`config.mk`:
```
export PLATFORM = sky130hd
export DESIGN_NAME = conv_frame_sched
export DESIGN_NICKNAME = d
export VERILOG_FILES = /design/src/rtl/conv_frame_sched.sv
export SDC_FILE = /design/constraint.sdc
export NUM_CORES = 1
export LEC_CHECK = 0
export ABC_CLOCK_PERIOD_IN_PS = 4200
export BUFFER_PORTS_ARGS = -buffer_cell sky130_fd_sc_hd__clkbuf_2
export CORE_ASPECT_RATIO = 1.5
export CORE_MARGIN = 1.5
export CORE_UTILIZATION = 45
export CTS_CLUSTER_SIZE = 24
export DETAILED_ROUTE_END_ITERATION = 8
export PLACE_DENSITY = 0.68
export SLEW_MARGIN = 20
export SYNTH_ARGS = -nofsm -noshare
export SYNTH_HDL_FRONTEND = slang
export SYNTH_SLANG_ARGS = --single-unit
```
`constraint.sdc`:
```
create_clock -name clk -period 4.2 [get_ports clk]
set_input_delay 0.63 -clock clk [delete_from_list [all_inputs] [get_ports clk]]
set_output_delay 0.63 -clock clk [all_outputs]
set_load 0.02 [all_outputs]
```
`src/rtl/conv_frame_sched.sv`:
```
// Frame scheduler: walks every stride-1 valid-padding conv output position,
// pulsing clr/start to the MAC, waiting for mac_done and handing each result
// downstream on a valid/ready handshake.
// Ports: clk, rst_n (async low), en (run level), abort (sync), clr/start and
// win_addr to the MAC, mac_done/mac_acc from the MAC, res_valid/res_ready/
// res_data/res_row/res_col downstream, busy, frame_done pulse, err (sticky).
// Optional: define CONV_FRAME_SCHED_TIMEOUT_EN to add the mac_done timeout.
module conv_frame_sched #(
    parameter int IMG_W   = 8,
    parameter int IMG_H   = 8,
    parameter int K       = 3,
    parameter int ACC_W   = 20,
    parameter int ADDR_W  = 16,
    parameter int TIMEOUT = 255
) (
    input  logic              clk,
    input  logic              rst_n,
    input  logic              en,
    input  logic              abort,
    output logic              clr,
    output logic              start,
    output logic [ADDR_W-1:0] win_addr,
    input  logic              mac_done,
    input  logic [ACC_W-1:0]  mac_acc,
    output logic              res_valid,
    input  logic              res_ready,
    output logic [ACC_W-1:0]  res_data,
    output logic [ADDR_W-1:0] res_row,
    output logic [ADDR_W-1:0] res_col,
    output logic              busy,
    output logic              frame_done,
    output logic              err
);

    localparam int OUT_W = IMG_W - K + 1;
    localparam int OUT_H = IMG_H - K + 1;
    localparam logic [ADDR_W-1:0] LAST_C  = ADDR_W'(OUT_W - 1);
    localparam logic [ADDR_W-1:0] LAST_R  = ADDR_W'(OUT_H - 1);
    localparam logic [ADDR_W-1:0] IMG_W_A = ADDR_W'(IMG_W);

    typedef enum logic [2:0] {
        S_IDLE, S_CLR, S_START, S_WAIT, S_OUT, S_DONE, S_HOLD
    } state_t;

    state_t            state_q, state_d;
    logic [ADDR_W-1:0] row_q, row_d;
    logic [ADDR_W-1:0] col_q, col_d;
    logic [ADDR_W-1:0] win_addr_q, win_addr_d;
    logic [ACC_W-1:0]  res_data_q, res_data_d;
    logic [ADDR_W-1:0] res_row_q, res_row_d;
    logic [ADDR_W-1:0] res_col_q, res_col_d;
    logic              err_q, err_d;

`ifdef CONV_FRAME_SCHED_TIMEOUT_EN
    localparam int TW = $clog2(TIMEOUT + 1);
    localparam logic [TW-1:0] T_LAST = TW'(TIMEOUT - 1);
    logic [TW-1:0] tmo_q, tmo_d;
`endif

    always_comb begin
        state_d    = state_q;
        row_d      = row_q;
        col_d      = col_q;
        res_data_d = res_data_q;
        res_row_d  = res_row_q;
        res_col_d  = res_col_q;
        err_d      = err_q;
        unique case (state_q)
            S_IDLE:  if (en) state_d = S_CLR;
            S_CLR:   state_d = S_START;
            S_START: state_d = S_WAIT;
            S_WAIT: begin
                if (mac_done) begin
                    res_data_d = mac_acc;
                    res_row_d  = row_q;
                    res_col_d  = col_q;
                    state_d    = S_OUT;
                end
`ifdef CONV_FRAME_SCHED_TIMEOUT_EN
                else if (tmo_q == T_LAST) begin
                    err_d   = 1'b1;
                    state_d = S_IDLE;
                end
`endif
            end
            S_OUT: begin
                if (res_ready) begin
                    if (row_q == LAST_R && col_q == LAST_C) begin
                        state_d = S_DONE;
                    end else begin
                        state_d = S_CLR;
                        if (col_q == LAST_C) begin
                            col_d = '0;
                            row_d = row_q + 1'b1;
                        end else begin
                            col_d = col_q + 1'b1;
                        end
                    end
                end
            end
            S_DONE:  state_d = S_HOLD;
            S_HOLD:  if (!en) state_d = S_IDLE;
            default: state_d = S_IDLE;
        endcase
        if (abort) state_d = S_IDLE;
        // position counters only ever live at zero while idle
        if (state_d == S_IDLE) begin
            row_d = '0;
            col_d = '0;
        end
        win_addr_d = row_d * IMG_W_A + col_d;
    end

`ifdef CONV_FRAME_SCHED_TIMEOUT_EN
    // nonzero only while in WAIT, so it restarts on every WAIT entry
    assign tmo_d = (state_q == S_WAIT) ? tmo_q + 1'b1 : '0;

    always_ff @(posedge clk or negedge rst_n) begin
        if (!rst_n) tmo_q <= '0;
        else        tmo_q <= tmo_d;
    end
`endif

    always_ff @(posedge clk or negedge rst_n) begin
        if (!rst_n) begin
            state_q    <= S_IDLE;
            row_q      <= '0;
            col_q      <= '0;
            win_addr_q <= '0;
            res_data_q <= '0;
            res_row_q  <= '0;
            res_col_q  <= '0;
            err_q      <= 1'b0;
        end else begin
            state_q    <= state_d;
            row_q      <= row_d;
            col_q      <= col_d;
            win_addr_q <= win_addr_d;
            res_data_q <= res_data_d;
            res_row_q  <= res_row_d;
            res_col_q  <= res_col_d;
            err_q      <= err_d;
        end
    end

    assign clr        = (state_q == S_CLR);
    assign start      = (state_q == S_START);
    assign res_valid  = (state_q == S_OUT);
    assign frame_done = (state_q == S_DONE);
    assign busy       = (state_q != S_IDLE);
    assign win_addr   = win_addr_q;
    assign res_data   = res_data_q;
    assign res_row    = res_row_q;
    assign res_col    = res_col_q;
    assign err        = err_q;

endmodule

```
---- Yosys cells after proc, flatten, opt, wreduce, memory -nomap -nowiden ----
Cells that the tools add are included.
storage, ports and cells
  flip-flop bits (word level) ............. 103
  input bits .............................. 26
  output and inout port bits .............. 74
cells by class
  mux-type cells .......................... 17
  add/sub/neg operators ................... 3
  reductions and logical operators ........ 9
  equal/unequal tests ..................... 9
operators by type and width
  operator                                              number
  2-to-1 mux 16 bit                                     10
  adder 16 x 1 -> 16 bit, second input constant         2
  equality test 16 x 3 -> 1 bit, second input constant  2
  case mux 3 bit (7 select lines)                       1
  2-to-1 mux 3 bit                                      6
  adder 16 bit                                          1
  equality test 3 bit, second input constant            3
  equality test 3 x 2 -> 1 bit, second input constant   2
  zero test 3 bit                                       2
  nonzero test 2 bit                                    3
  AND reduction 4 bit                                   1
  equality test 3 x 1 -> 1 bit, second input constant   1
  nonzero test 3 bit                                    1
  != test 2 x 1 -> 1 bit, second input constant         1
  AND reduction 2 bit                                   1
  logical AND 1 bit                                     1

---- Logic depth before layout (Yosys ltp) ----
Gate-level depths: netlist of the first run.
  depth after elaboration ................. 9
  gate-level depth with buffers ........... 17

---- Worst setup path before layout of the first run ----
No wires, ideal clock.
  path kind ............................... reg2reg
  from .................................... register, netlist name win_addr[1]
  to ...................................... register win_addr_q[15], in the netlist win_addr[15]
  slack ................................... 0.400 ns
  required time ........................... 4.120 ns
  clock period less this slack ............ 3.800 ns
  cell stages (with the launch flop) ...... 17
  arrival time ............................ 3.720 ns
  path buffers ............................ 1
  cell sequence ........................... dfrtp_1 > inv_1 > ha_1 > nor4b_1 > nand4_1 > nor3_2 > or2_1 > clkbuf_1 > nor2_1 > ha_1 > fa_1 > a21oi_1 > o211ai_1 > a21oi_1 > o21ai_0 > a31oi_1 > xnor2_1
RTL lines
  item                  line  source
  end signal, assigned  138   win_addr_q <= win_addr_d;
  end, declared         48    logic [ADDR_W-1:0] win_addr_q, win_addr_d;

==> insert_results.sql, run 1 <==
INSERT INTO impl_metrics (metric_group, metric, value, unit) VALUES
('routing', 'antenna_left', '0', ''),
('worst_setup_path', 'worstSetupEndpointType', 'flip-flop', ''),
('sta', 'finalHoldViolations', '0', ''),
('floorplanning', 'boundaryPins', '100', ''),
('routing', 'route.final.wire_length', '10200', 'um'),
('synthesis', 'synth-edff-count', '0', ''),
('synthesis', 'synth.cells.most_frequent', 'sky130_fd_sc_hd__dfrtp_1, sky130_fd_sc_hd__mux2_2, sky130_fd_sc_hd__nor2_1, sky130_fd_sc_hd__nand2_1, sky130_fd_sc_hd__xor2_1', ''),
('place', 'portBuffers', '98', ''),
('synthesis', 'postSynthCellCount', '415', ''),
('routing', 'detail_route.iter0.violations', '288', ''),
('synthesis', 'synth_area', '0.00478', 'mm2'),
('synthesis', 'synth_seq_area_share', '52.3', '%'),
('pwr', 'power_density', '390', 'mW/mm2'),
('synthesis', 'post_synth_fa_ha_maj_area_fraction', '4.60', '%'),
('clock_tree', 'cts_tree', 'done', ''),
('outcome', 'outcome', 'finished, final reports clean', ''),
('worst_setup_path', 'rr_worst_depth', '17', ''),
('sta', 'max-slew-margin-rel', '38.9', '%'),
('sta', 'skew', '9.09', 'ps'),
('clock_tree', 'clkLatencyLatePin', '340', 'ps'),
('worst_setup_path', 'reg2reg_setup_slack', '290', 'ps'),
('synthesis', 'primary_ff_master_synth', 'sky130_fd_sc_hd__dfrtp_1', ''),
('routing', 'num_vias', '3449', ''),
('sta', 'fmaxAchievable', '256', 'MHz'),
('routing', 'drt-wirelength-per-cell', '15.5', 'um'),
('synthesis', 'netlist.top_cell.by_area', 'sky130_fd_sc_hd__dfrtp_1', ''),
('synthesis', 'synthDominantCellAreaShare', '52.3', '%'),
('sta', 'setup_viol', '0', ''),
('synthesis', 'compound_gate_fraction_of_synth_area', '7.25', '%'),
('sta', 'layout_min_cycle_time', '3910', 'ps'),
('layout', 'final_nets', '556', ''),
('pwr', 'static-leakage-power', '0.00288', 'uW'),
('sta', 'tightest_slew', '916', 'ps'),
('clock_tree', 'cts.path.max_buffers', '2', ''),
('synthesis', 'synth.ff_latch_count', '100', ''),
('layout', 'drive_gt1_share', '36.1', '%'),
('synthesis', 'synthMuxAreaShare', '11.3', '%'),
('floorplanning', 'initial_utilization', '46.7', '%'),
('job', 'maxCapViolCount', '0', ''),
('clock_tree', 'cts.htree.levels', '3', ''),
('worst_setup_path', 'arrival', '4180', 'ps'),
('worst_setup_path', 'critical_setup_path_kind', 'reg2reg', ''),
('floorplanning', 'num_rows', '45', ''),
('clock_tree', 'cts_hold_buffers', '0', ''),
('floorplanning', 'die_h', '129', 'um'),
('synthesis', 'synth.area.top_cells', 'sky130_fd_sc_hd__dfrtp_1, sky130_fd_sc_hd__mux2_2, sky130_fd_sc_hd__xor2_1', ''),
('layout', 'post-route-util', '56.1', '%'),
('grt', 'first_global_vias', '3352', ''),
('layout', 'n_antenna_cell', '0', ''),
('synthesis', 'post_synth_net_total', '458', ''),
('synthesis', 'postSynthAreaPerCell', '11.5', 'um2'),
('place', 'place.gp.congestion', '0.847', ''),
('clock_tree', 'cts-buffers-inserted', '9', ''),
('floorplanning', 'die-area', '0.0113', 'mm2'),
('worst_setup_path', 'worst-endpoint-required', '4470', 'ps'),
('synthesis', 'yosysWarnings', '0', ''),
('floorplanning', 'core', '0.0102', 'mm2'),
('grt', 'number_of_antenna_violations_at_the_first_check_in_global_routing', '0', ''),
('grt', 'global_route.overflow_total', '0', ''),
('min_path', 'timing.hold.worst.class', 'in2async', ''),
('sta', 'timing.final.crit_share', '93.1', '%'),
('grt', 'maximum_number_of_pins_on_one_net_before_global_route_repair', '77', ''),
('place', 'hpwl', '7510', 'um'),
('synthesis', 'yosys.cell_count.top_type', 'sky130_fd_sc_hd__dfrtp_1', ''),
('worst_setup_path', 'start_kind', 'flip-flop', ''),
('pwr', 'worst_voltage_drop_across_the_vdd_grid', '0.206', 'mV'),
('floorplanning', 'chipWidth', '87.2', 'um'),
('layout', 'areaGrowthSynthToFinish', '20.3', '%'),
('routing', 'drt_pass1_iterations', '6', ''),
('clock_tree', 'tritoncts_num_sinks', '100', ''),
('synthesis', 'synth_xor_xnor_area_share', '6.23', '%');
[worst max-delay path: stages, from the launching register on]
cell,delay [ps]
sky130_fd_sc_hd__dfrtp_1,430
sky130_fd_sc_hd__inv_1,100
sky130_fd_sc_hd__ha_1,180
sky130_fd_sc_hd__nor4b_2,160
sky130_fd_sc_hd__nand4_1,180
sky130_fd_sc_hd__buf_4,200
sky130_fd_sc_hd__o2111ai_1,140
sky130_fd_sc_hd__a211oi_2,360
sky130_fd_sc_hd__or2_4,230
sky130_fd_sc_hd__nor2_1,70
sky130_fd_sc_hd__ha_1,210
sky130_fd_sc_hd__fa_1,410
sky130_fd_sc_hd__a21oi_1,230
sky130_fd_sc_hd__o211ai_1,160
sky130_fd_sc_hd__a21oi_1,220
sky130_fd_sc_hd__o21ai_0,180
sky130_fd_sc_hd__a31oi_1,240
sky130_fd_sc_hd__xnor2_1,140
[stage by stage]
step	setup slack (ps)	hold WS [ps]	TNS, ps	instance area, um2	std cells
5_1_grt	-14.3	504	-14.3	5750	659
6_report	290	426	0	5750	659
3_3_place_gp	366	465	0	5420	642
4_1_cts	118	461	0	5720	658
3_5_place_dp	142	472	0	5420	642
2_1_floorplan	400	334	0	4780	415
[cells by family after synthesis]
group,Yosys count
other,1
xor gates and xnor gates,34
and+or+nand+nor,136
muxes,48
AOI/OAI and AO/OA,55
DFF,100
buffers and inverters,24
adders and majority gates,17
[layout make-up]
class | instances | area (um2) | share of cell area [%]
Multi-Input combinational cell | 291 | 2200 | 38.3
Clock buffer | 11 | 243 | 4.22
Inverter | 6 | 22.5 | 0.392
Timing Repair Buffer | 105 | 546 | 9.48
Sequential cell | 100 | 2500 | 43.5
Clock inverter | 5 | 60.1 | 1.04
Tap cell | 141 | 176 | 3.07
[power by group]
group	leakage, uW	internal, uW	switching (uW)
registers	0.00137	1040	42.1
clock network	0.000146	480	347
logic	0.00137	135	200
total	0.00288	1650	589
[how the worst max path moves through the flow]
stage	startpoint	to	depth (start not counted)
floorplan	win_addr[1]$_DFFE_PN0P_	win_addr[15]$_DFF_PN0_	16
global placement	win_addr[1]$_DFFE_PN0P_	win_addr[12]$_DFF_PN0_	14
detailed placement	win_addr[1]$_DFFE_PN0P_	win_addr[14]$_DFF_PN0_	14
CTS	win_addr[1]$_DFFE_PN0P_	win_addr[12]$_DFF_PN0_	14
global route	win_addr[1]$_DFFE_PN0P_	win_addr[15]$_DFF_PN0_	17
finish	win_addr[1]$_DFFE_PN0P_	win_addr[15]$_DFF_PN0_	17
[registers in the layout, summed over array words and instances (netlist names)]
register  count
row_q        16
state_q       3
win_addr     16
res_data     20
col_q        13
res_col      16
res_row      16
[layer usage]
layer  vias to the layer above  routed length (um)  global-route usage (%)
li1                       1663                   -                       -
met1                      1694                4380                    24.5
met2                        79                5270                    32.3
met3                        13                 365                    3.25
met4                         0                 199                    7.94
met5                         -                   0                       0
[cells in the final DEF (no fill, tap or decap), types with 4 or more instances in the layout]
| cell | Yosys | layout |
|---|---|---|
| sky130_fd_sc_hd__nand2_1 | 23 | 22 |
| sky130_fd_sc_hd__nand3_1 | 14 | 14 |
| sky130_fd_sc_hd__nor2_1 | 40 | 40 |
| sky130_fd_sc_hd__inv_1 | 6 | 6 |
| sky130_fd_sc_hd__dfrtp_1 | 100 | 100 |
| sky130_fd_sc_hd__clkbuf_2 | 0 | 97 |
| sky130_fd_sc_hd__xor2_1 | 23 | 23 |
| sky130_fd_sc_hd__ha_1 | 16 | 16 |
| sky130_fd_sc_hd__nor2b_1 | 5 | 5 |
| sky130_fd_sc_hd__buf_4 | 4 | 8 |
| sky130_fd_sc_hd__o21ai_0 | 14 | 14 |
| sky130_fd_sc_hd__nor4_1 | 5 | 5 |
| sky130_fd_sc_hd__nand2b_1 | 4 | 4 |
| sky130_fd_sc_hd__clkbuf_16 | 0 | 9 |
| sky130_fd_sc_hd__and2_1 | 4 | 4 |
| sky130_fd_sc_hd__a21oi_1 | 16 | 16 |
| sky130_fd_sc_hd__xnor2_1 | 11 | 11 |
| sky130_fd_sc_hd__nor3_1 | 5 | 5 |
| sky130_fd_sc_hd__o21a_1 | 5 | 5 |
| sky130_fd_sc_hd__mux2_2 | 48 | 48 |
| sky130_fd_sc_hd__nand4_1 | 7 | 7 |
[what timing repair did]
action / CTS / global route
buffers inserted: 0 / 1
hold endpoints to repair: 0 / 0
setup endpoints to repair: 0 / 3
resized for setup: 0 / 5
Power figures use the tool's default switching activity.
==> run 2, diff against run 1 <==
Settings changed: PLACE_DENSITY 0.68 to 0.77, REMOVE_ABC_BUFFERS from default to 1.
==> run 2 against run 1 <==
Effect of this change:
- critical path depth shrank 2
- total power increased by 2.3%
- global-route usage increased by 0.078 points
- critical path type unchanged
- highest routed layer unchanged
- worst setup slack gained 96 ps
- via count grew 1.9%
==> insert_results.sql, run 2 (same netlist as run 1, synthesis figures left out) <==
INSERT INTO impl_metrics (metric_group, metric, value, unit) VALUES
('pwr', 'clock_power_share', '38.5', '%'),
('routing', 'antenna_left', '0', ''),
('layout', 'final_nets', '559', ''),
('clock_tree', 'cts.path.max_buffers', '2', ''),
('grt', 'grt_pass1_wl', '16700', 'um'),
('pwr', 'power_density', '396', 'mW/mm2'),
('clock_tree', 'cts_tree', 'done', ''),
('sta', 'tightest_slew', '672', 'ps'),
('layout', 'leading_cell_type_in_the_layout_fill_and_taps_excluded', 'sky130_fd_sc_hd__dfrtp_1', ''),
('worst_setup_path', 'r2r_end', 'win_addr[14]$_DFF_PN0_', ''),
('sta', 'timing.setup.tns', '0', 'ps'),
('routing', 'num_vias', '3514', ''),
('grt', 'maximum_number_of_pins_on_one_net_before_global_route_repair', '57', ''),
('clock_tree', 'clkLatencyLatePin', '340', 'ps'),
('worst_setup_path', 'rr_worst_depth', '15', ''),
('worst_setup_path', 'slowest_delay', '430', 'ps'),
('worst_setup_path', 'slowest_stage', 'sky130_fd_sc_hd__dfrtp_1', ''),
('grt', 'groute.usage.overall', '19.3', '%'),
('routing', 'drt-vias-per-instance', '5.31', ''),
('sta', 'timing.final.crit_share', '90.8', '%'),
('worst_setup_path', 'r2r-start', 'win_addr[1]$_DFFE_PN0P_', ''),
('pwr', 'netSwitchingFraction', '25.4', '%'),
('worst_setup_path', 'worst-endpoint-required', '4420', 'ps'),
('sta', 'skew', '6.07', 'ps'),
('pwr', 'combinationalPowerShare', '14.5', '%'),
('place', 'hpwl', '7530', 'um'),
('pwr', 'power', '2300', 'uW'),
('worst_setup_path', 'critical_path_buf_inv_count', '1', ''),
('grt', 'first_global_vias', '3417', ''),
('worst_setup_path', 'worstSetupEndpointType', 'flip-flop', ''),
('sta', 'report.final.slew_viol_count', '0', ''),
('outcome', 'outcome', 'finished, final reports clean', ''),
('floorplanning', 'die_h', '129', 'um'),
('layout', 'n_antenna_cell', '0', ''),
('routing', 'drt_pass1_iterations', '5', ''),
('routing', 'route.final.wire_length', '10200', 'um'),
('sta', 'hold-worst-slack', '199', 'ps'),
('sta', 'setup_viol', '0', ''),
('sta', 'finalHoldViolations', '0', ''),
('sta', 'fmaxAchievable', '262', 'MHz'),
('layout', 'most-common-layout-cells', 'sky130_fd_sc_hd__dfrtp_1, sky130_fd_sc_hd__clkbuf_2, sky130_fd_sc_hd__mux2_2, sky130_fd_sc_hd__nor2_1, sky130_fd_sc_hd__xor2_1', ''),
('layout', 'areaGrowthSynthToFinish', '21.1', '%'),
('sta', 'max-slew-margin-rel', '55.2', '%'),
('grt', 'number_of_antenna_violations_at_the_first_check_in_global_routing', '0', ''),
('worst_setup_path', 'timing.critical_path.from', 'win_addr[1]$_DFFE_PN0P_', ''),
('sta', 'layout_min_cycle_time', '3810', 'ps'),
('grt', 'global_route.overflow_total', '0', ''),
('pwr', 'seq_power_share', '47.0', '%'),
('floorplanning', 'boundaryPins', '100', ''),
('pwr', 'worst_voltage_drop_across_the_vdd_grid', '0.198', 'mV'),
('worst_setup_path', 'start_kind', 'flip-flop', ''),
('job', 'maxCapViolCount', '0', ''),
('clock_tree', 'cts.htree.levels', '3', ''),
('worst_setup_path', 'worst-path-max-fanout', '7', ''),
('place', 'place.gp.congestion', '0.900', ''),
('pwr', 'cellInternalPower', '1710', 'uW'),
('clock_tree', 'ctsRootBufferMaster', 'sky130_fd_sc_hd__clkbuf_16', ''),
('floorplanning', 'core', '0.0102', 'mm2'),
('routing', 'detail_route.drc_violations', '0', ''),
('pwr', 'static-leakage-power', '0.00290', 'uW'),
('clock_tree', 'clkSlewWorstSetupHoldPaths', '70', 'ps'),
('clock_tree', 'tritoncts_num_sinks', '100', ''),
('layout', 'drive_gt1_share', '36.3', '%'),
('pwr', 'net-switching-power', '583', 'uW'),
('worst_setup_path', 'reg2reg_setup_slack', '390', 'ps'),
('min_path', 'timing.hold.worst.class', 'in2async', ''),
('routing', 'drt-wirelength-per-cell', '15.4', 'um'),
('worst_setup_path', 'cp_top_family', 'compound AO/OA/AOI/OAI gates', ''),
('floorplanning', 'chipWidth', '87.2', 'um'),
('floorplanning', 'die-area', '0.0113', 'mm2'),
('floorplanning', 'num_rows', '45', ''),
('worst_setup_path', 'worstPathCellList', 'inv_1 > ha_1 > nor4b_1 > nand4_1 > o2111ai_1 > a211oi_2 > or2_4 > nor2_1 > ha_1 > a21o_1 > a21oi_1 > o21ai_0 > a41oi_1 > a21oi_1 > xor2_1', ''),
('clock_tree', 'cts-buffers-inserted', '9', ''),
('layout', 'largest_register_ff_count', '20', ''),
('place', 'portBuffers', '98', ''),
('worst_setup_path', 'critical_setup_path_kind', 'reg2reg', ''),
('worst_setup_path', 'arrival', '4030', 'ps'),
('routing', 'detail_route.iter0.violations', '122', ''),
('floorplanning', 'initial_utilization', '46.7', '%');
[run 2: through the flow]
stage                     area [um2]  std cells  setup slack, ps  utilization, %
after floorplan                 4700        397            -1380               -
after global placement          5440        644              318            53.0
after detailed placement        5440        644              204            53.0
after CTS                       5750        660              180            56.2
after global routing            5790        662            -4.09            56.5
final                           5790        662              386            56.5
[run 2: how the worst max path moves through the flow]
stage	endpoint	slack, ps	depth (start not counted)
6_report	win_addr[14]$_DFF_PN0_	390	15
5_1_grt	win_addr[15]$_DFF_PN0_	-4	16
4_1_cts	win_addr[15]$_DFF_PN0_	180	15
3_5_place_dp	win_addr[12]$_DFF_PN0_	200	14
3_3_place_gp	win_addr[14]$_DFF_PN0_	320	14
2_1_floorplan	win_addr[15]$_DFF_PN0_	-1380	14
[run 2: cell type report]
cell class	instances	area [um2]
fill	918	4460
clock inverter	4	72.6
timing repair buffer	108	572
tap	141	176
multi-input combinational	291	2200
clock buffer	12	246
inverter	6	22.5
sequential	100	2500
[run 2: power groups by stage]
stage | Combinational [uW] | Clock, uW | Sequential (uW)
2_1_floorplan | 103 | 0 | 1190
3_3_place_gp | 330 | 0 | 1090
3_5_place_dp | 336 | 0 | 1100
4_1_cts | 336 | 906 | 1080
5_1_grt | 360 | 945 | 1090
6_report | 333 | 883 | 1080
[run 2: timing repair]
| item | in CTS | in global routing |
|---|---|---|
| setup buffers | 0 | 2 |
| gates resized for setup | 0 | 6 |
| setup endpoints to repair | 0 | 5 |
| hold buffers | 0 | 0 |
[run 2: metal layers]
| layer | global-route usage [%] | up-vias | wire (um) |
|---|---|---|---|
| li1 | - | 1672 | - |
| met1 | 22.9 | 1737 | 4100 |
| met2 | 33.2 | 86 | 5380 |
| met3 | 4.20 | 19 | 411 |
| met4 | 8.87 | 0 | 312 |
| met5 | 0 | - | 0 |
==> run 3, diff against run 2 <==
Settings changed: ABC_AREA from default to 1, PLACE_DENSITY 0.77 to 0.76.
==> run 3 against run 2 <==
Effect of this change:
- maximum frequency increased by 6.4%
- clock power down 1%
- total power is 2.0% higher
==> insert_results.sql, run 3 <==
INSERT INTO impl_metrics (metric_group, metric, value, unit) VALUES
('layout', 'leading_cell_type_in_the_layout_fill_and_taps_excluded', 'sky130_fd_sc_hd__nand2_1', ''),
('synthesis', 'synthDominantCellAreaShare', '49.3', '%'),
('grt', 'first_global_vias', '4297', ''),
('synthesis', 'synth.cells.most_frequent', 'sky130_fd_sc_hd__nand2_1, sky130_fd_sc_hd__dfrtp_1, sky130_fd_sc_hd__nor2_1, sky130_fd_sc_hd__inv_1, sky130_fd_sc_hd__o21ai_0', ''),
('min_path', 'timing.hold.worst.class', 'in2async', ''),
('worst_setup_path', 'slowest_delay', '500', 'ps'),
('worst_setup_path', 'worstPathCellList', 'ha_1 > nand3_1 > nor2_1 > nand2_1 > o21ai_1 > nand2_1 > nand2_2 > a21oi_2 > buf_4 > a21oi_1 > fa_1 > nand2_1 > nand2_1 > o21ai_0 > inv_1 > a21oi_1 > nor2_1 > o22ai_1 > xnor2_1', ''),
('layout', 'areaGrowthSynthToFinish', '18.8', '%'),
('place', 'portBuffers', '98', ''),
('pwr', 'worst_voltage_drop_across_the_vdd_grid', '0.192', 'mV'),
('floorplanning', 'num_rows', '47', ''),
('pwr', 'power_density', '388', 'mW/mm2'),
('synthesis', 'postSynthAreaPerCell', '8.86', 'um2'),
('grt', 'maximum_number_of_pins_on_one_net_before_global_route_repair', '73', ''),
('worst_setup_path', 'cp_common_cell', 'sky130_fd_sc_hd__nand2_1', ''),
('floorplanning', 'boundaryPins', '100', ''),
('layout', 'drive_gt1_share', '25.0', '%'),
('worst_setup_path', 'arrival', '3850', 'ps'),
('routing', 'drt_pass1_iterations', '5', ''),
('clock_tree', 'clkLatencyLatePin', '340', 'ps'),
('grt', 'grt_pass1_wl', '20100', 'um'),
('grt', 'groute.usage.overall', '20.8', '%'),
('worst_setup_path', 'worst-endpoint-required', '4470', 'ps'),
('sta', 'setup_repair_after_global_routing_missed_its_margin', 'no', ''),
('routing', 'num_vias', '4205', ''),
('layout', 'largest_register_ff_count', '20', ''),
('routing', 'detail_route.iter0.violations', '304', ''),
('pwr', 'static-leakage-power', '0.00305', 'uW'),
('clock_tree', 'cts.htree.levels', '3', ''),
('floorplanning', 'die_h', '133', 'um'),
('sta', 'timing.setup.tns', '0', 'ps'),
('sta', 'report.final.slew_viol_count', '0', ''),
('routing', 'drt-vias-per-instance', '5.11', ''),
('sta', 'timing.final.crit_share', '85.4', '%'),
('clock_tree', 'cts_tree', 'done', ''),
('synthesis', 'netlist.top_cell.by_area', 'sky130_fd_sc_hd__dfrtp_1', ''),
('synthesis', 'synth.area.top_cells', 'sky130_fd_sc_hd__dfrtp_1, sky130_fd_sc_hd__nand2_1, sky130_fd_sc_hd__mux2_2', ''),
('layout', 'most-common-layout-cells', 'sky130_fd_sc_hd__nand2_1, sky130_fd_sc_hd__dfrtp_1, sky130_fd_sc_hd__clkbuf_2, sky130_fd_sc_hd__nor2_1, sky130_fd_sc_hd__inv_1', ''),
('sta', 'layout_min_cycle_time', '3590', 'ps'),
('sta', 'tightest_slew', '900', 'ps'),
('outcome', 'outcome', 'finished, final reports clean', ''),
('clock_tree', 'tritoncts_num_sinks', '100', ''),
('floorplanning', 'initial_utilization', '46.2', '%'),
('layout', 'n_antenna_cell', '0', ''),
('clock_tree', 'cts.path.max_buffers', '2', ''),
('place', 'dpl_cell_area', '0.00571', 'mm2'),
('routing', 'drt-wirelength-per-cell', '14.6', 'um'),
('floorplanning', 'core', '0.0110', 'mm2'),
('synthesis', 'synth.distinct_cells', '45', ''),
('routing', 'route.final.wire_length', '12000', 'um'),
('synthesis', 'synth_seq_area_share', '49.3', '%'),
('sta', 'finalHoldViolations', '0', ''),
('sta', 'skew', '6.95', 'ps'),
('clock_tree', 'postCtsResizedCells', '0', ''),
('sta', 'fmaxAchievable', '279', 'MHz'),
('worst_setup_path', 'worstSetupEndpointType', 'flip-flop', ''),
('synthesis', 'synth.ff_latch_count', '100', ''),
('floorplanning', 'die-area', '0.0119', 'mm2'),
('grt', 'global_route.overflow_total', '0', ''),
('synthesis', 'synthArstFlopShare', '100', '%'),
('layout', 'finalInstanceArea', '0.00603', 'mm2'),
('worst_setup_path', 'slowest_stage', 'sky130_fd_sc_hd__a21oi_2', ''),
('job', 'maxCapViolCount', '0', ''),
('synthesis', 'yosys.cell_count.top_type', 'sky130_fd_sc_hd__nand2_1', ''),
('synthesis', 'primary_ff_master_synth', 'sky130_fd_sc_hd__dfrtp_1', ''),
('routing', 'detail_route.drc_violations', '0', ''),
('clock_tree', 'ctsRootBufferMaster', 'sky130_fd_sc_hd__clkbuf_16', ''),
('place', 'hpwl', '9240', 'um'),
('synthesis', 'postSynthCellCount', '573', ''),
('synthesis', 'synth_area', '0.00508', 'mm2'),
('clock_tree', 'cts_hold_buffers', '0', ''),
('routing', 'antenna_left', '0', ''),
('sta', 'max-slew-margin-rel', '39.8', '%'),
('worst_setup_path', 'start_kind', 'flip-flop', ''),
('layout', 'final_nets', '714', ''),
('clock_tree', 'clkSlewWorstSetupHoldPaths', '70', 'ps'),
('synthesis', 'synth-edff-count', '0', ''),
('worst_setup_path', 'worst-path-max-fanout', '14', ''),
('worst_setup_path', 'critical_setup_path_kind', 'reg2reg', ''),
('grt', 'number_of_antenna_violations_at_the_first_check_in_global_routing', '0', ''),
('sta', 'setup_viol', '0', ''),
('place', 'place.gp.congestion', '0.887', ''),
('clock_tree', 'post_cts_buffers', '0', ''),
('synthesis', 'yosysWarnings', '0', ''),
('floorplanning', 'chipWidth', '89.7', 'um'),
('clock_tree', 'cts-buffers-inserted', '9', '');
run 3: changes by cell type in the layout (fill, tap and decap cells not counted), sizes merged, moves of 5 or more:
cell | previous run | this run
nor3 | 7 | 15
o21ai | 14 | 53
nand2 | 23 | 124
nor2 | 40 | 66
nand3 | 14 | 29
xor2 | 23 | 15
inv | 6 | 59
a21oi | 16 | 21
nor4 | 7 | 1
nor2b | 5 | 0
nor4b | 5 | 0
mux2 | 48 | 20
xnor2 | 11 | 4
buf | 11 | 6
run 3: layout make-up:
cell class	instances	area (um2)
inverters	59	224
flip-flops and latches	100	2500
multi-input cells	398	2270
clock buffers	13	280
clock inverters	3	42.5
well taps	147	184
fillers	1010	4970
repair buffers	103	531
run 3: stage by stage:
step / hold WS [ps] / std cells / util [%] / setup WS [ps] / total power [uW]
2_1_floorplan: 334 / 557 / - / 823 / 1340
3_3_place_gp: 467 / 807 / 51.9 / 741 / 1470
3_5_place_dp: 472 / 807 / 51.9 / 589 / 1490
4_1_cts: 448 / 823 / 54.8 / 610 / 2360
5_1_grt: 488 / 823 / 54.8 / 295 / 2440
6_report: 399 / 823 / 54.8 / 614 / 2340
run 3: final timing paths:
kind / to / depth (start not counted) / slack [ps] / from
setup / recovery: win_addr[13]$_DFF_PN0_ / 19 / 610 / win_addr[0]$_DFFE_PN0P_
min in group clk: res_row[9]$_DFFE_PN0P_ / 2 / 480 / res_row[9]$_DFFE_PN0P_
setup reg to reg: win_addr[13]$_DFF_PN0_ / 19 / 610 / win_addr[0]$_DFFE_PN0P_
hold / removal: win_addr[10]$_DFF_PN0_ / 1 / 400 / rst_n
max in group asynchronous: col_q[9]$_DFF_PN0_ / 2 / 2850 / rst_n
hold reg to reg: res_row[9]$_DFFE_PN0P_ / 2 / 480 / res_row[9]$_DFFE_PN0P_
run 3: cells by family (layout without fill, tap and decap cells):
kind of cell / Yosys count / after routing / share of synthesized area [%]
flops: 100 / 100 / 49.3
xor+xnor: 19 / 19 / 3.28
mux: 20 / 20 / 4.44
buf+inv: 75 / 178 / 6.09
other cells: 1 / 1 / 0.0739
fa+ha+maj: 17 / 17 / 4.34
simple gates: 252 / 252 / 23.0
compound gates: 89 / 89 / 9.51
run 3: per-layer routing:
layer  vias up  global-route usage [%]  share of wire (%)
met5         -                       0                  0
met4         0                    9.26                2.8
met1      1987                    24.7                 41
met3        29                    2.87                3.8
met2       122                    37.2                 52
li1       2067                       -                  -
run 3: worst max-delay path, delay by kind of cell (launching register included):
family / cells / cell delay (ps)
buffers and inverters: 2 / 390
flip-flops: 1 / 440
XOR/XNOR: 1 / 140
AO/OA/AOI/OAI: 6 / 1220
adder cells (fa/ha/maj): 2 / 730
AND/OR/NAND/NOR: 8 / 580
run 3: power breakdown:
part	switching (uW)	internal, uW	leakage, uW
sequential	43.9	1050	0.00137
combinational	239	141	0.00152
clock	345	526	0.000158
